==> src/rtl/tx_sequencer.sv <==
// Backscatter reply sequencer: T1 wait, preamble, RN16 or PC+EPC payload, CRC-16 and end bit.
// Serial outputs are registered and aligned with the state they belong to.
module tx_sequencer #(
    parameter int unsigned T1_CYCLES = 8,
    parameter logic [5:0]  PREAMBLE  = 6'b101011,
    parameter int unsigned EPC_BITS  = 112
) (
    input  logic        txclk,
    input  logic        reset_n,
    input  logic        req_rn16,
    input  logic        req_epc,
    input  logic        abort,
    input  logic [15:0] rn16,
    input  logic        epcbitin,
    input  logic        epcdonein,
    output logic        epc_reset,
    output logic        epc_clk_en,
    output logic        txbit,
    output logic        txvalid,
    output logic        busy,
    output logic        txdone,
    output logic        epc_err
);

    localparam int unsigned T1           = (T1_CYCLES < 2) ? 2 : T1_CYCLES;
    localparam logic [6:0]  T1_LAST      = 7'(T1 - 1);
    localparam logic [6:0]  EPC_LAST     = 7'(EPC_BITS - 1);
    localparam logic [6:0]  EPC_CAP_LAST = 7'(EPC_BITS - 2);
    localparam logic [6:0]  RN_LAST      = 7'd15;
    localparam logic [15:0] CRC_POLY     = 16'h1021;
    localparam logic [15:0] CRC_PRESET   = 16'hFFFF;

    typedef enum logic [2:0] {
        StIdle, StWaitT1, StPreamble, StPayload, StCrc, StEndbit, StDone
    } state_e;

    state_e      state_q, state_d;
    logic [6:0]  cnt_q, cnt_d;
    logic        is_epc_q, is_epc_d;
    logic [15:0] rn_q, rn_d;
    logic [15:0] crc_q, crc_d;
    logic        txbit_q, txbit_d;
    logic        txvalid_q, txvalid_d;
    logic        txdone_q, txdone_d;
    logic        err_q, err_d;

    logic        accept;
    logic        capture;
    logic        cap_last;
    logic        prime;
    logic [6:0]  pay_last;

    assign accept   = (state_q == StIdle) && !abort && (req_epc || req_rn16);
    assign pay_last = is_epc_q ? EPC_LAST : RN_LAST;

    always_comb begin
        state_d   = state_q;
        cnt_d     = cnt_q + 7'd1;
        is_epc_d  = is_epc_q;
        rn_d      = rn_q;
        crc_d     = crc_q;
        txbit_d   = 1'b0;
        txvalid_d = 1'b0;
        txdone_d  = 1'b0;
        err_d     = err_q;
        capture   = 1'b0;
        cap_last  = 1'b0;
        prime     = 1'b0;

        unique case (state_q)
            StIdle: begin
                cnt_d = 7'd0;
                if (accept) begin
                    state_d  = StWaitT1;
                    is_epc_d = req_epc;
                    rn_d     = rn16;
                    crc_d    = CRC_PRESET;
                end
            end
            StWaitT1: begin
                // One enable on entry loads the source's top index before the first capture.
                prime = is_epc_q && (cnt_q == 7'd0);
                if (cnt_q == T1_LAST) begin
                    state_d   = StPreamble;
                    cnt_d     = 7'd0;
                    txvalid_d = 1'b1;
                    txbit_d   = PREAMBLE[5];
                end
            end
            StPreamble: begin
                txvalid_d = 1'b1;
                if (cnt_q == 7'd5) begin
                    state_d = StPayload;
                    cnt_d   = 7'd0;
                    if (is_epc_q) begin
                        capture = 1'b1;
                        txbit_d = epcbitin;
                    end else begin
                        txbit_d = rn_q[15];
                        rn_d    = {rn_q[14:0], 1'b0};
                    end
                end else begin
                    txbit_d = PREAMBLE[3'd4 - cnt_q[2:0]];
                end
            end
            StPayload: begin
                txvalid_d = 1'b1;
                if (cnt_q == pay_last) begin
                    cnt_d = 7'd0;
                    if (is_epc_q) begin
                        state_d = StCrc;
                        txbit_d = ~crc_q[15];
                        crc_d   = {crc_q[14:0], 1'b0};
                    end else begin
                        state_d = StEndbit;
                        txbit_d = 1'b1;
                    end
                end else if (is_epc_q) begin
                    capture  = 1'b1;
                    cap_last = (cnt_q == EPC_CAP_LAST);
                    txbit_d  = epcbitin;
                end else begin
                    txbit_d = rn_q[15];
                    rn_d    = {rn_q[14:0], 1'b0};
                end
            end
            StCrc: begin
                txvalid_d = 1'b1;
                if (cnt_q == 7'd15) begin
                    state_d = StEndbit;
                    cnt_d   = 7'd0;
                    txbit_d = 1'b1;
                end else begin
                    txbit_d = ~crc_q[15];
                    crc_d   = {crc_q[14:0], 1'b0};
                end
            end
            StEndbit: begin
                state_d  = StDone;
                cnt_d    = 7'd0;
                txdone_d = 1'b1;
            end
            StDone: begin
                state_d  = StIdle;
                cnt_d    = 7'd0;
                is_epc_d = 1'b0;
            end
            default: begin
                state_d = StIdle;
                cnt_d   = 7'd0;
            end
        endcase

        if (capture) begin
            crc_d = {crc_q[14:0], 1'b0} ^ ((crc_q[15] ^ epcbitin) ? CRC_POLY : 16'h0000);
            if (cap_last && !epcdonein) begin
                err_d = 1'b1;
            end
        end

        if ((state_q != StIdle) && abort) begin
            state_d   = StIdle;
            cnt_d     = 7'd0;
            is_epc_d  = 1'b0;
            rn_d      = 16'h0000;
            crc_d     = CRC_PRESET;
            txbit_d   = 1'b0;
            txvalid_d = 1'b0;
            txdone_d  = 1'b0;
            err_d     = err_q;
            capture   = 1'b0;
            cap_last  = 1'b0;
            prime     = 1'b0;
        end
    end

    always_ff @(posedge txclk or negedge reset_n) begin
        if (!reset_n) begin
            state_q   <= StIdle;
            cnt_q     <= 7'd0;
            is_epc_q  <= 1'b0;
            rn_q      <= 16'h0000;
            crc_q     <= CRC_PRESET;
            txbit_q   <= 1'b0;
            txvalid_q <= 1'b0;
            txdone_q  <= 1'b0;
            err_q     <= 1'b0;
        end else begin
            state_q   <= state_d;
            cnt_q     <= cnt_d;
            is_epc_q  <= is_epc_d;
            rn_q      <= rn_d;
            crc_q     <= crc_d;
            txbit_q   <= txbit_d;
            txvalid_q <= txvalid_d;
            txdone_q  <= txdone_d;
            err_q     <= err_d;
        end
    end

    // Source leaves reset in the accepting cycle so the prime enable lands on a live source.
    assign epc_reset  = !((reset_n && accept && req_epc) ||
                          (is_epc_q && (state_q != StIdle) && (state_q != StDone)));
    assign epc_clk_en = prime || (capture && !cap_last);
    assign txbit      = txbit_q;
    assign txvalid    = txvalid_q;
    assign busy       = (state_q != StIdle);
    assign txdone     = txdone_q;
    assign epc_err    = err_q;

endmodule

==> config.mk <==
export PLATFORM = sky130hd
export DESIGN_NAME = tx_sequencer
export DESIGN_NICKNAME = d
export VERILOG_FILES = /design/src/rtl/tx_sequencer.sv
export SDC_FILE = /design/constraint.sdc
export NUM_CORES = 1
export LEC_CHECK = 0
export BUFFER_PORTS_ARGS = -buffer_cell sky130_fd_sc_hd__buf_2
export CORE_ASPECT_RATIO = 1.4
export CORE_MARGIN = 2
export CORE_UTILIZATION = 37
export DETAILED_ROUTE_END_ITERATION = 12
export SYNTH_ARGS = -nofsm -noshare
export SYNTH_HDL_FRONTEND = slang
export SYNTH_SLANG_ARGS = --single-unit
==> constraint.sdc <==
create_clock -name txclk -period 3.2 [get_ports txclk]
set_clock_uncertainty 0.05 [all_clocks]
set_input_delay 0 -clock txclk [delete_from_list [all_inputs] [get_ports txclk]]
set_output_delay 0 -clock txclk [all_outputs]
set_load 0.03 [all_outputs]
# After elaboration in Yosys (flattened, before gate mapping)
# Memories as Yosys holds them, arrays and structs flattened.
# Cells that the tools add are included.
[op_classes]
addsub = 2
n_mul = 0
div = 0
order_cmp = 1
n_eq_ne = 22
n_shift = 0
n_mux = 56
bitwise = 4
n_reduce_logical = 29
[op_table]
columns = ["operator", "n"]
rows = [
  ["two-way mux 16 bit", 11],
  ["case mux 16 bit (3 select lines)", 2],
  ["two-way mux 7 bit", 6],
  ["case mux 7 bit (4 select lines)", 1],
  ["two-way mux 1 bit", 24],
  ["two-way mux 3 bit", 6],
  ["!= test 3 bit, second input constant", 6],
  ["case mux 3 bit (6 select lines)", 1],
  ["bitwise XOR 16 x 13 -> 16 bit", 1],
  ["equality test 7 x 3 -> 1 bit, second input constant", 2],
  ["two-way mux 13 bit", 1],
  ["!= test 4 bit, second input constant", 3],
  ["logical AND 1 bit", 10],
  ["AND reduction 5 bit", 2],
  ["equality test 3 bit, second input constant", 3],
  ["adder 7 x 1 -> 7 bit, second input constant", 1],
  ["equality test 7 x 4 -> 1 bit, second input constant", 1],
  ["equality test 7 bit", 1],
  ["equality test 7 bit, second input constant", 1],
  ["zero test 7 bit", 1],
  ["equality test 3 x 2 -> 1 bit, second input constant", 2],
  ["case mux 1 bit (2 select lines)", 3],
  ["nonzero test 3 bit", 2],
  ["nonzero test 5 bit", 1],
  ["16 further kinds", 22],
]
[word_totals]
regBits = 47
latchBits = 0
ramBits = 0
mem_bits_ro = 8
inputBits = 23
out_inout_bits = 7
mem_count = 1
[memory_table]
columns = ["memory", "words", "word_bits", "read_ports", "rd_clocked_by_memory_dff", "wr", "line", "text"]
rows = [
  ["(no name shown)", 8, 1, 1, 0, 0, "103", "txbit_d = PREAMBLE[3'd4 - cnt_q[2:0]];"],
]

# Logic depth before layout (Yosys ltp)
# Gate-level depths: netlist (run 1).
[logic_depth]
ltp_word = 8
ltp_mapped = 9

# Worst setup path before layout (run 1)
# OpenSTA, ideal clock, no wires.
[synth_timing]
path_type = "register to register"
from = "register cnt_q[0]"
to = "register crc_q[0]"
setup_ns = 0.080
t_arrival_ns = 2.268
t_required_ns = 3.070
slack_ns = 0.803
path_stages_with_launch = 10
path_buffers = 2
period_less_slack_ns = 2.397
path_cell_list = "dfrtp_1 -> ha_1 -> nand3_1 -> a2111oi_4 -> mux2_4 -> nor2_4 -> or2_1 -> buf_6 -> buf_8 -> o22a_1"
[synth_via]
elab_chain_len = 5
elab_cells_between_ends = 14
classes_between = "eq/ne (7); mux (5); reduce/logical (2)"
[synth_rtl]
columns = ["item", "line", "text"]
rows = [
  ["from (decl)", "38", "logic [6:0] cnt_q, cnt_d;"],
  ["from (signal assigned)", "190", "cnt_q <= cnt_d;"],
  ["equality test 7 bit / equality test 7 x 3 -> 1 bit (equally long branches)", "108, 92", ""],
  ["two-way mux 1 bit (on tied branches)", "108, 92", ""],
  ["case mux 1 bit (2 select lines)", "70", "unique case (state_q)"],
  ["!= test 4 bit (no line) (tied with other cells)", "-", ""],
  ["AND reduction 5 bit (no line) / two-way mux 16 bit (equally long branches)", "-", ""],
  ["to (signal assigned)", "193", "crc_q <= crc_d;"],
  ["to (decl)", "41", "logic [15:0] crc_q, crc_d;"],
]
# Parallel ways exist; a longest one is shown, timed or not.
# A chain may end at the register's enable or synchronous reset.

# Worst setup path after layout (run 1)
[layout_timing]
from = "register cnt_q[3]"
to = "output epc_clk_en"
[layout_via]
elab_chain_len = 8
elab_cells_between_ends = 18
classes_between = "eq/ne (3); mux (10); reduce/logical (5)"
[layout_rtl]
columns = ["item", "line", "text"]
rows = [
  ["equality test 7 bit", "120", "cap_last = (cnt_q == EPC_CAP_LAST);"],
  ["two-way mux 1 bit", "118", "end else if (is_epc_q) begin"],
  ["two-way mux 1 bit", "108", "if (cnt_q == pay_last) begin"],
  ["two-way mux 1 bit", "70", ""],
  ["two-way mux 1 bit", "161", "if ((state_q != StIdle) && abort) begin"],
  ["zero test 1 bit", "204", "assign epc_clk_en = prime || (capture && !cap_last);"],
  ["logical AND 1 bit", "204", ""],
  ["logical OR 1 bit (*)", "204", ""],
  ["to (decl)", "17", "output logic epc_clk_en,"],
]
# Mark *: on every way between the ends. The rest lies on a longest branch, timed or not.

==> run_results.csv, run 1 <==
group,metric,value,unit
finish,final_cell_area,3150,um2
routing,vias_per_cell,5.36,
grt,grt_usage,15.8,%
clocking,cts_buffers,5,
finish,seqCellArea,1200,um2
floorplanning,die_w,76.3,um
worst_setup_path,critPathTopFamily,"simple AND/OR/NAND/NOR gates",
logic_synthesis,async_flop_share,100,%
grt,grt_pass1_wl,10300,um
power_and_ir_drop,sw_frac_of_total,40.8,%
placed_design,dp_hpwl,4210,um
worst_setup_path,cpMaxStageDelayCell,"dfrtp_1",
sta,period_needed,2.65,ns
clocking,cts-root-buf,"clkbuf_8",
logic_synthesis,yosysMostFrequentCell,"dfrtp_1",
sta,fmax,0.377,GHz
sta,worst_pin_slew,0.631,ns
clocking,h-tree-depth,2,
placed_design,gp_congestion,0.910,
power_and_ir_drop,leakage,1.35,nW
worst_setup_path,arrival,2.60,ns
logic_synthesis,synth_top_area_cell,"dfrtp_1",
floorplanning,dieHeight,105,um
logic_synthesis,synth_edf_count,0,
routing,wl,6080,um
power_and_ir_drop,peakVddDrop,0.329,mV
floorplanning,initial_core_util,38.5,%
grt,grt_pass1_vias,2185,
finish,synthToLayoutAreaGrowth,16.5,%
logic_synthesis,syn-instance-count,256,
power_and_ir_drop,p_total,2.07,mW
clocking,cts_sinks,47,
flow_run,drv_cap,0,
power_and_ir_drop,p_comb_share,41.6,%
logic_synthesis,ys.flop_type,"dfrtp_1",
logic_synthesis,syn_area,2710,um2
logic_synthesis,ys_types,55,
logic_synthesis,ys_top_cells_by_count,"31 x dfrtp_1, 19 x nor2_1, 16 x dfstp_2, 16 x mux2i_1, 16 x nand2_1",
logic_synthesis,avgSynthCellArea,10.6,um2
placed_design,portBuffers,29,
finish,fin_cells,393,
run_status,outcome,"completed",
floorplanning,row_count,36,
floorplanning,dieArea,8020,um2
grt,grt_max_degree,49,
power_and_ir_drop,intPower,1.23,mW
routing,wire_per_inst,15.5,um
sta,setup_slack,0.549,ns
finish,final_core_util,44.9,%
power_and_ir_drop,p_sw,0.846,mW
logic_synthesis,yosysWarnings,0,
grt,overflow,0,
finish,final_nets,325,
logic_synthesis,synthesis.nets,284,
floorplanning,io_pins,30,
sta,setup_tns,0,ns
routing,drt-initial-drc-count,134,
clocking,clkLatencyLatePin,0.30,ns
logic_synthesis,ys_seq_area_share,44.2,%
finish,nFillCells,714,
sta,finalHoldViolCount,0,
worst_setup_path,slowest_delay,0.51,ns
logic_synthesis,yosys-top-cells-area,"dfrtp_1 29%, dfstp_2 16%, mux2i_1 5.9%",
finish,antenna_cells,0,
floorplanning,core,7030,um2
placed_design,place_area,2870,um2
routing,ant_nets,0,
worst_setup_path,cp_cell_sequence,"nor4_2 > nand3_1 > mux2_4 > nor2_4 > nand2_1 > a21oi_1 > buf_2",
finish,multiInputGateArea,1340,um2
placed_design,pre_cts_ws,0.625,ns
routing,dr.pass1.iters,5,
sta,rsz0062_at_grt,"no",
worst_setup_path,cp.required,3.15,ns
grt,antenna_found_initial,0,
finish,drive_above_1_share,24.8,%
logic_synthesis,synth_top_area_share,28.7,%
worst_setup_path,critPathMaxFanout,10,
sta,max_slew_margin,57.9,%
worst_setup_path,cp-end-kind,"primary output",
power_and_ir_drop,powerDensity,658,nW/um2
routing,drc,0,
worst_setup_path,path_buf_inv,1,
clocking,clockBufferDepth,2,
placed_design,dp.cells,367,
sta,holdWs,0.0180,ns
sta,final-setup-viol-count,0,
worst_setup_path,path_class,"flip-flop to primary output",
worst_setup_path,critPathLaunchType,"flip-flop",
power_and_ir_drop,pwr-share-clk,18.7,%
routing,vias,2105,
sta,final.period_utilization,82.8,%
sta,finalMaxSlewViolations,0,
logic_synthesis,ys_ff_latch,47,
worst_hold_path,hp-class,"input pin to flip-flop",
clocking,cts_resized,0,
clocking,tritoncts,"built",
power_and_ir_drop,pwr-share-seq,39.7,%
clocking,clk_transition_reported_paths,0.09,ns
[final timing paths]
kind	start	to	slack (ns)	depth (start not counted)
hold / removal	req_rn16	is_epc_q	0.02	3
hold reg to reg	epc_err	epc_err	0.43	1
setup reg to reg	cnt_q[3]	crc_q[6]	0.59	6
max in group asynchronous	reset_n	rn_q[9]	2.42	3
setup / recovery	cnt_q[3]	epc_clk_en	0.55	7
min in group asynchronous	reset_n	state_q[1]	0.25	3
[worst min-delay path: stages]
cell,delay (ns)
buf_2,0.09
nand4b_1,0.11
o2111a_1,0.14
[layout by cell type (no fill, tap or decap), drive strengths merged, types with 2 or more instances in the layout]
master	n
xor2	5
dfstp	16
clkinv	2
a21o	2
inv	7
nand2b	2
o211ai	2
nand3	11
nand3b	2
xnor2	6
nor3	5
a21oi	12
nand4b	3
and3	3
a311oi	2
nor2b	3
or2	3
a211oi	2
mux2i	16
buf	36
clkbuf	6
dlygate4sd3	18
a31o	2
o2bb2ai	15
o32ai	2
nor4b	4
o21ai	10
nor2	20
dfrtp	31
o311a	2
ha	5
nand2	16
o22a	15
[sequential cells by signal, summed over array words and instances, names as in the netlist]
register	cells
cnt_q	7
txbit	1
txvalid	1
is_epc_q	1
state_q	3
epc_err	1
rn_q	16
txdone	1
crc_q	16
[cells by family after synthesis]
kind of cell	synth area share, %
AO/OA/AOI/OAI	21.1
XOR/XNOR	3.56
adder cells (fa/ha/maj)	2.31
buffers and inverters	6.43
flip-flops	44.2
multiplexers	6.48
AND/OR/NAND/NOR	15.9
[final cells by class]
type	count	share of cell area (%)
Timing Repair Buffer	54	12.0
Clock inverter	2	0.476
Inverter	7	0.834
Multi-Input combinational cell	182	42.4
Sequential cell	47	38.0
Clock buffer	6	2.62
Tap cell	95	3.77
[per-layer routing]
layer	vias up	wire, um	track usage [%]
met5	-	0	0
met4	0	181	7.66
met3	14	183	2.68
met2	46	3090	27.2
met1	1020	2620	19.0
li1	1025	-	-
[power groups by stage]
stage	combinational (mW)	sequential, mW	clock (mW)
floorplan	0.720	0.790	0
global placement	0.842	0.830	0
detailed placement	0.844	0.832	0
CTS	0.865	0.822	0.404
global route	0.949	0.839	0.431
finish	0.863	0.823	0.389
[what timing repair did]
item | CTS | global route
hold buffers | 18 | 0
setup buffers | 0 | 0
setup endpoints to repair | 0 | 0
hold endpoints to repair | 49 | 0
(Power assumes the default switching activity.)
==> run 2, diff against run 1 <==
==> constraint.sdc (replaced) <==
create_clock -name txclk -period 2.51 [get_ports txclk]
set_clock_uncertainty 0.05 [all_clocks]
set_input_delay 0 -clock txclk [delete_from_list [all_inputs] [get_ports txclk]]
set_output_delay 0 -clock txclk [all_outputs]
set_load 0.03 [all_outputs]
==> run 2 against run 1 <==
Net effect:
- utilization rose by 1.8 points
- worst setup slack got worse by 0.42 ns
- power grew 32%
- routed wire length rose by 1.8%
- flip-flop and latch count is the same
- non-clock buffer count grew 14
- first-iteration DRC count is 60% higher
- sequential power increased by 29%
- register-to-register slack worse by 0.45 ns
- via count grew 2.5%
- hold slack got worse by 0.0052 ns
- critical path depth unchanged
- critical endpoint unchanged
==> run_results.csv, run 2 (same netlist as run 1, synthesis figures left out) <==
group,metric,value,unit
run_status,outcome,"completed",
sta,holdWs,0.0128,ns
routing,dr.pass1.iters,4,
floorplanning,core,7030,um2
power_and_ir_drop,p_total,2.74,mW
placed_design,dp.cells,381,
routing,vias_per_cell,5.30,
placed_design,dp_hpwl,4310,um
power_and_ir_drop,powerDensity,837,nW/um2
worst_setup_path,slowest_delay,0.50,ns
sta,finalMaxSlewViolations,0,
routing,ant_nets,0,
clocking,clkLatencyLatePin,0.30,ns
worst_setup_path,path_class,"flip-flop to primary output",
clocking,cts_sinks,47,
clocking,h-tree-depth,2,
floorplanning,row_count,36,
finish,mostFrequentLayoutCells,"29 x buf_2, 28 x dfrtp_1, 20 x buf_4",
placed_design,pre_cts_ws,0.148,ns
sta,final-setup-viol-count,0,
routing,wire_per_inst,15.2,um
sta,period_needed,2.39,ns
clocking,clk_transition_reported_paths,0.09,ns
sta,finalHoldViolCount,0,
clocking,post_cts_buffers,0,
floorplanning,die_w,76.3,um
floorplanning,io_pins,30,
grt,grt_pass1_wl,10600,um
routing,wl,6190,um
sta,max_slew_margin,60.3,%
power_and_ir_drop,leakage,1.42,nW
worst_setup_path,arrival,2.34,ns
clocking,cts-root-buf,"clkbuf_8",
worst_setup_path,critPathLaunchType,"flip-flop",
sta,setup_slack,0.124,ns
finish,final_nets,339,
sta,rsz0062_at_grt,"yes",
finish,multiInputGateArea,1350,um2
floorplanning,dieHeight,105,um
finish,nFillCells,679,
grt,antenna_found_initial,0,
placed_design,gp_congestion,0.981,
power_and_ir_drop,peakVddDrop,0.427,mV
worst_setup_path,cp_cell_sequence,"nor4_4 > nand3_1 > mux2_4 > nor2_4 > nand2_1 > a21oi_1 > buf_2",
finish,drive_above_1_share,29.2,%
floorplanning,initial_core_util,38.5,%
grt,grt_max_degree,48,
finish,synthToLayoutAreaGrowth,21.2,%
clocking,cts_buffers,5,
grt,grt_usage,16.2,%
sta,worst_pin_slew,0.596,ns
grt,grt_pass1_vias,2178,
floorplanning,dieArea,8020,um2
clocking,clockBufferDepth,2,
worst_setup_path,critPathMaxFanout,10,
routing,drc,0,
routing,drt-initial-drc-count,215,
finish,fin_cells,407,
placed_design,portBuffers,29,
clocking,tritoncts,"built",
worst_setup_path,cp.required,2.46,ns
finish,seqCellArea,1200,um2
flow_run,drv_cap,0,
worst_setup_path,cp-end-kind,"primary output",
worst_setup_path,cpMaxStageDelayCell,"dfrtp_2",
routing,vias,2158,
worst_hold_path,hp-class,"input pin to flip-flop",
finish,final_common_cell,"buf_2",
sta,fmax,0.419,GHz
finish,top_regs,"crc_q x16, rn_q x16, cnt_q x7",
grt,overflow,0,
finish,antenna_cells,0,
sta,final.period_utilization,95.1,%
-- run 2: changes by cell type in the layout (fill, tap and decap cells not counted), sizes merged --
cell  previous run  this run
buf             36        50
-- run 2: through the flow --
| stage | util (%) | TNS (ns) | cell area [um2] |
|---|---|---|---|
| floorplan | - | 0 | 2710 |
| CTS | 46.3 | 0 | 3260 |
| detailed placement | 42.6 | 0 | 2990 |
| finish | 46.7 | 0 | 3280 |
| global placement | 42.6 | 0 | 2990 |
| global route | 46.7 | -0.737 | 3280 |
-- run 2: timing repair --
item                       CTS  global route
hold buffers                18             0
gates resized for setup      0             6
setup endpoints to repair    0            30
hold endpoints to repair    48             0
-- run 2: worst paths after layout --
kind,startpoint,end,slack (ns),depth (start not counted)
max reg2reg,cnt_q[5],crc_q[6],0.14,8
max in group asynchronous,reset_n,cnt_q[4],1.68,3
min in group asynchronous,reset_n,state_q[2],0.29,3
min,req_rn16,is_epc_q,0.01,3
min reg2reg,rn_q[2],rn_q[2],0.44,1
max,cnt_q[3],epc_clk_en,0.12,7
-- run 2: power breakdown --
group	leakage, nW	switching, mW	internal, mW
Clock	0.0455	0.258	0.196
Combinational	0.801	0.695	0.534
Sequential	0.574	0.145	0.916
Total	1.42	1.10	1.65
-- run 2: per-layer routing --
metal,GRT usage (%),share of wire [%],routed length [um],vias up
met1,20.8,46,2820,1047
met4,6.23,1.2,72,0
met5,0,0,0,-
met3,1.90,3.2,196,8
met2,27.8,50,3100,50
li1,-,-,-,1053
-- run 2: cell type report --
class                           instances  share of cell area, %
Multi-Input combinational cell        182                   41.3
Clock inverter                          2                  0.344
Timing Repair Buffer                   68                   15.1
Sequential cell                        47                   36.6
Inverter                                7                  0.802
Tap cell                               95                   3.63
Clock buffer                            6                   2.21
-- run 2: worst max-delay path, delay by kind of cell (launching register included) --
| family | cells | cell delay [ns] |
|---|---|---|
| and+or+nand+nor | 4 | 0.80 |
| DFF | 1 | 0.50 |
| muxes | 1 | 0.34 |
| buffers and inverters | 1 | 0.23 |
| AOI/OAI and AO/OA | 1 | 0.17 |
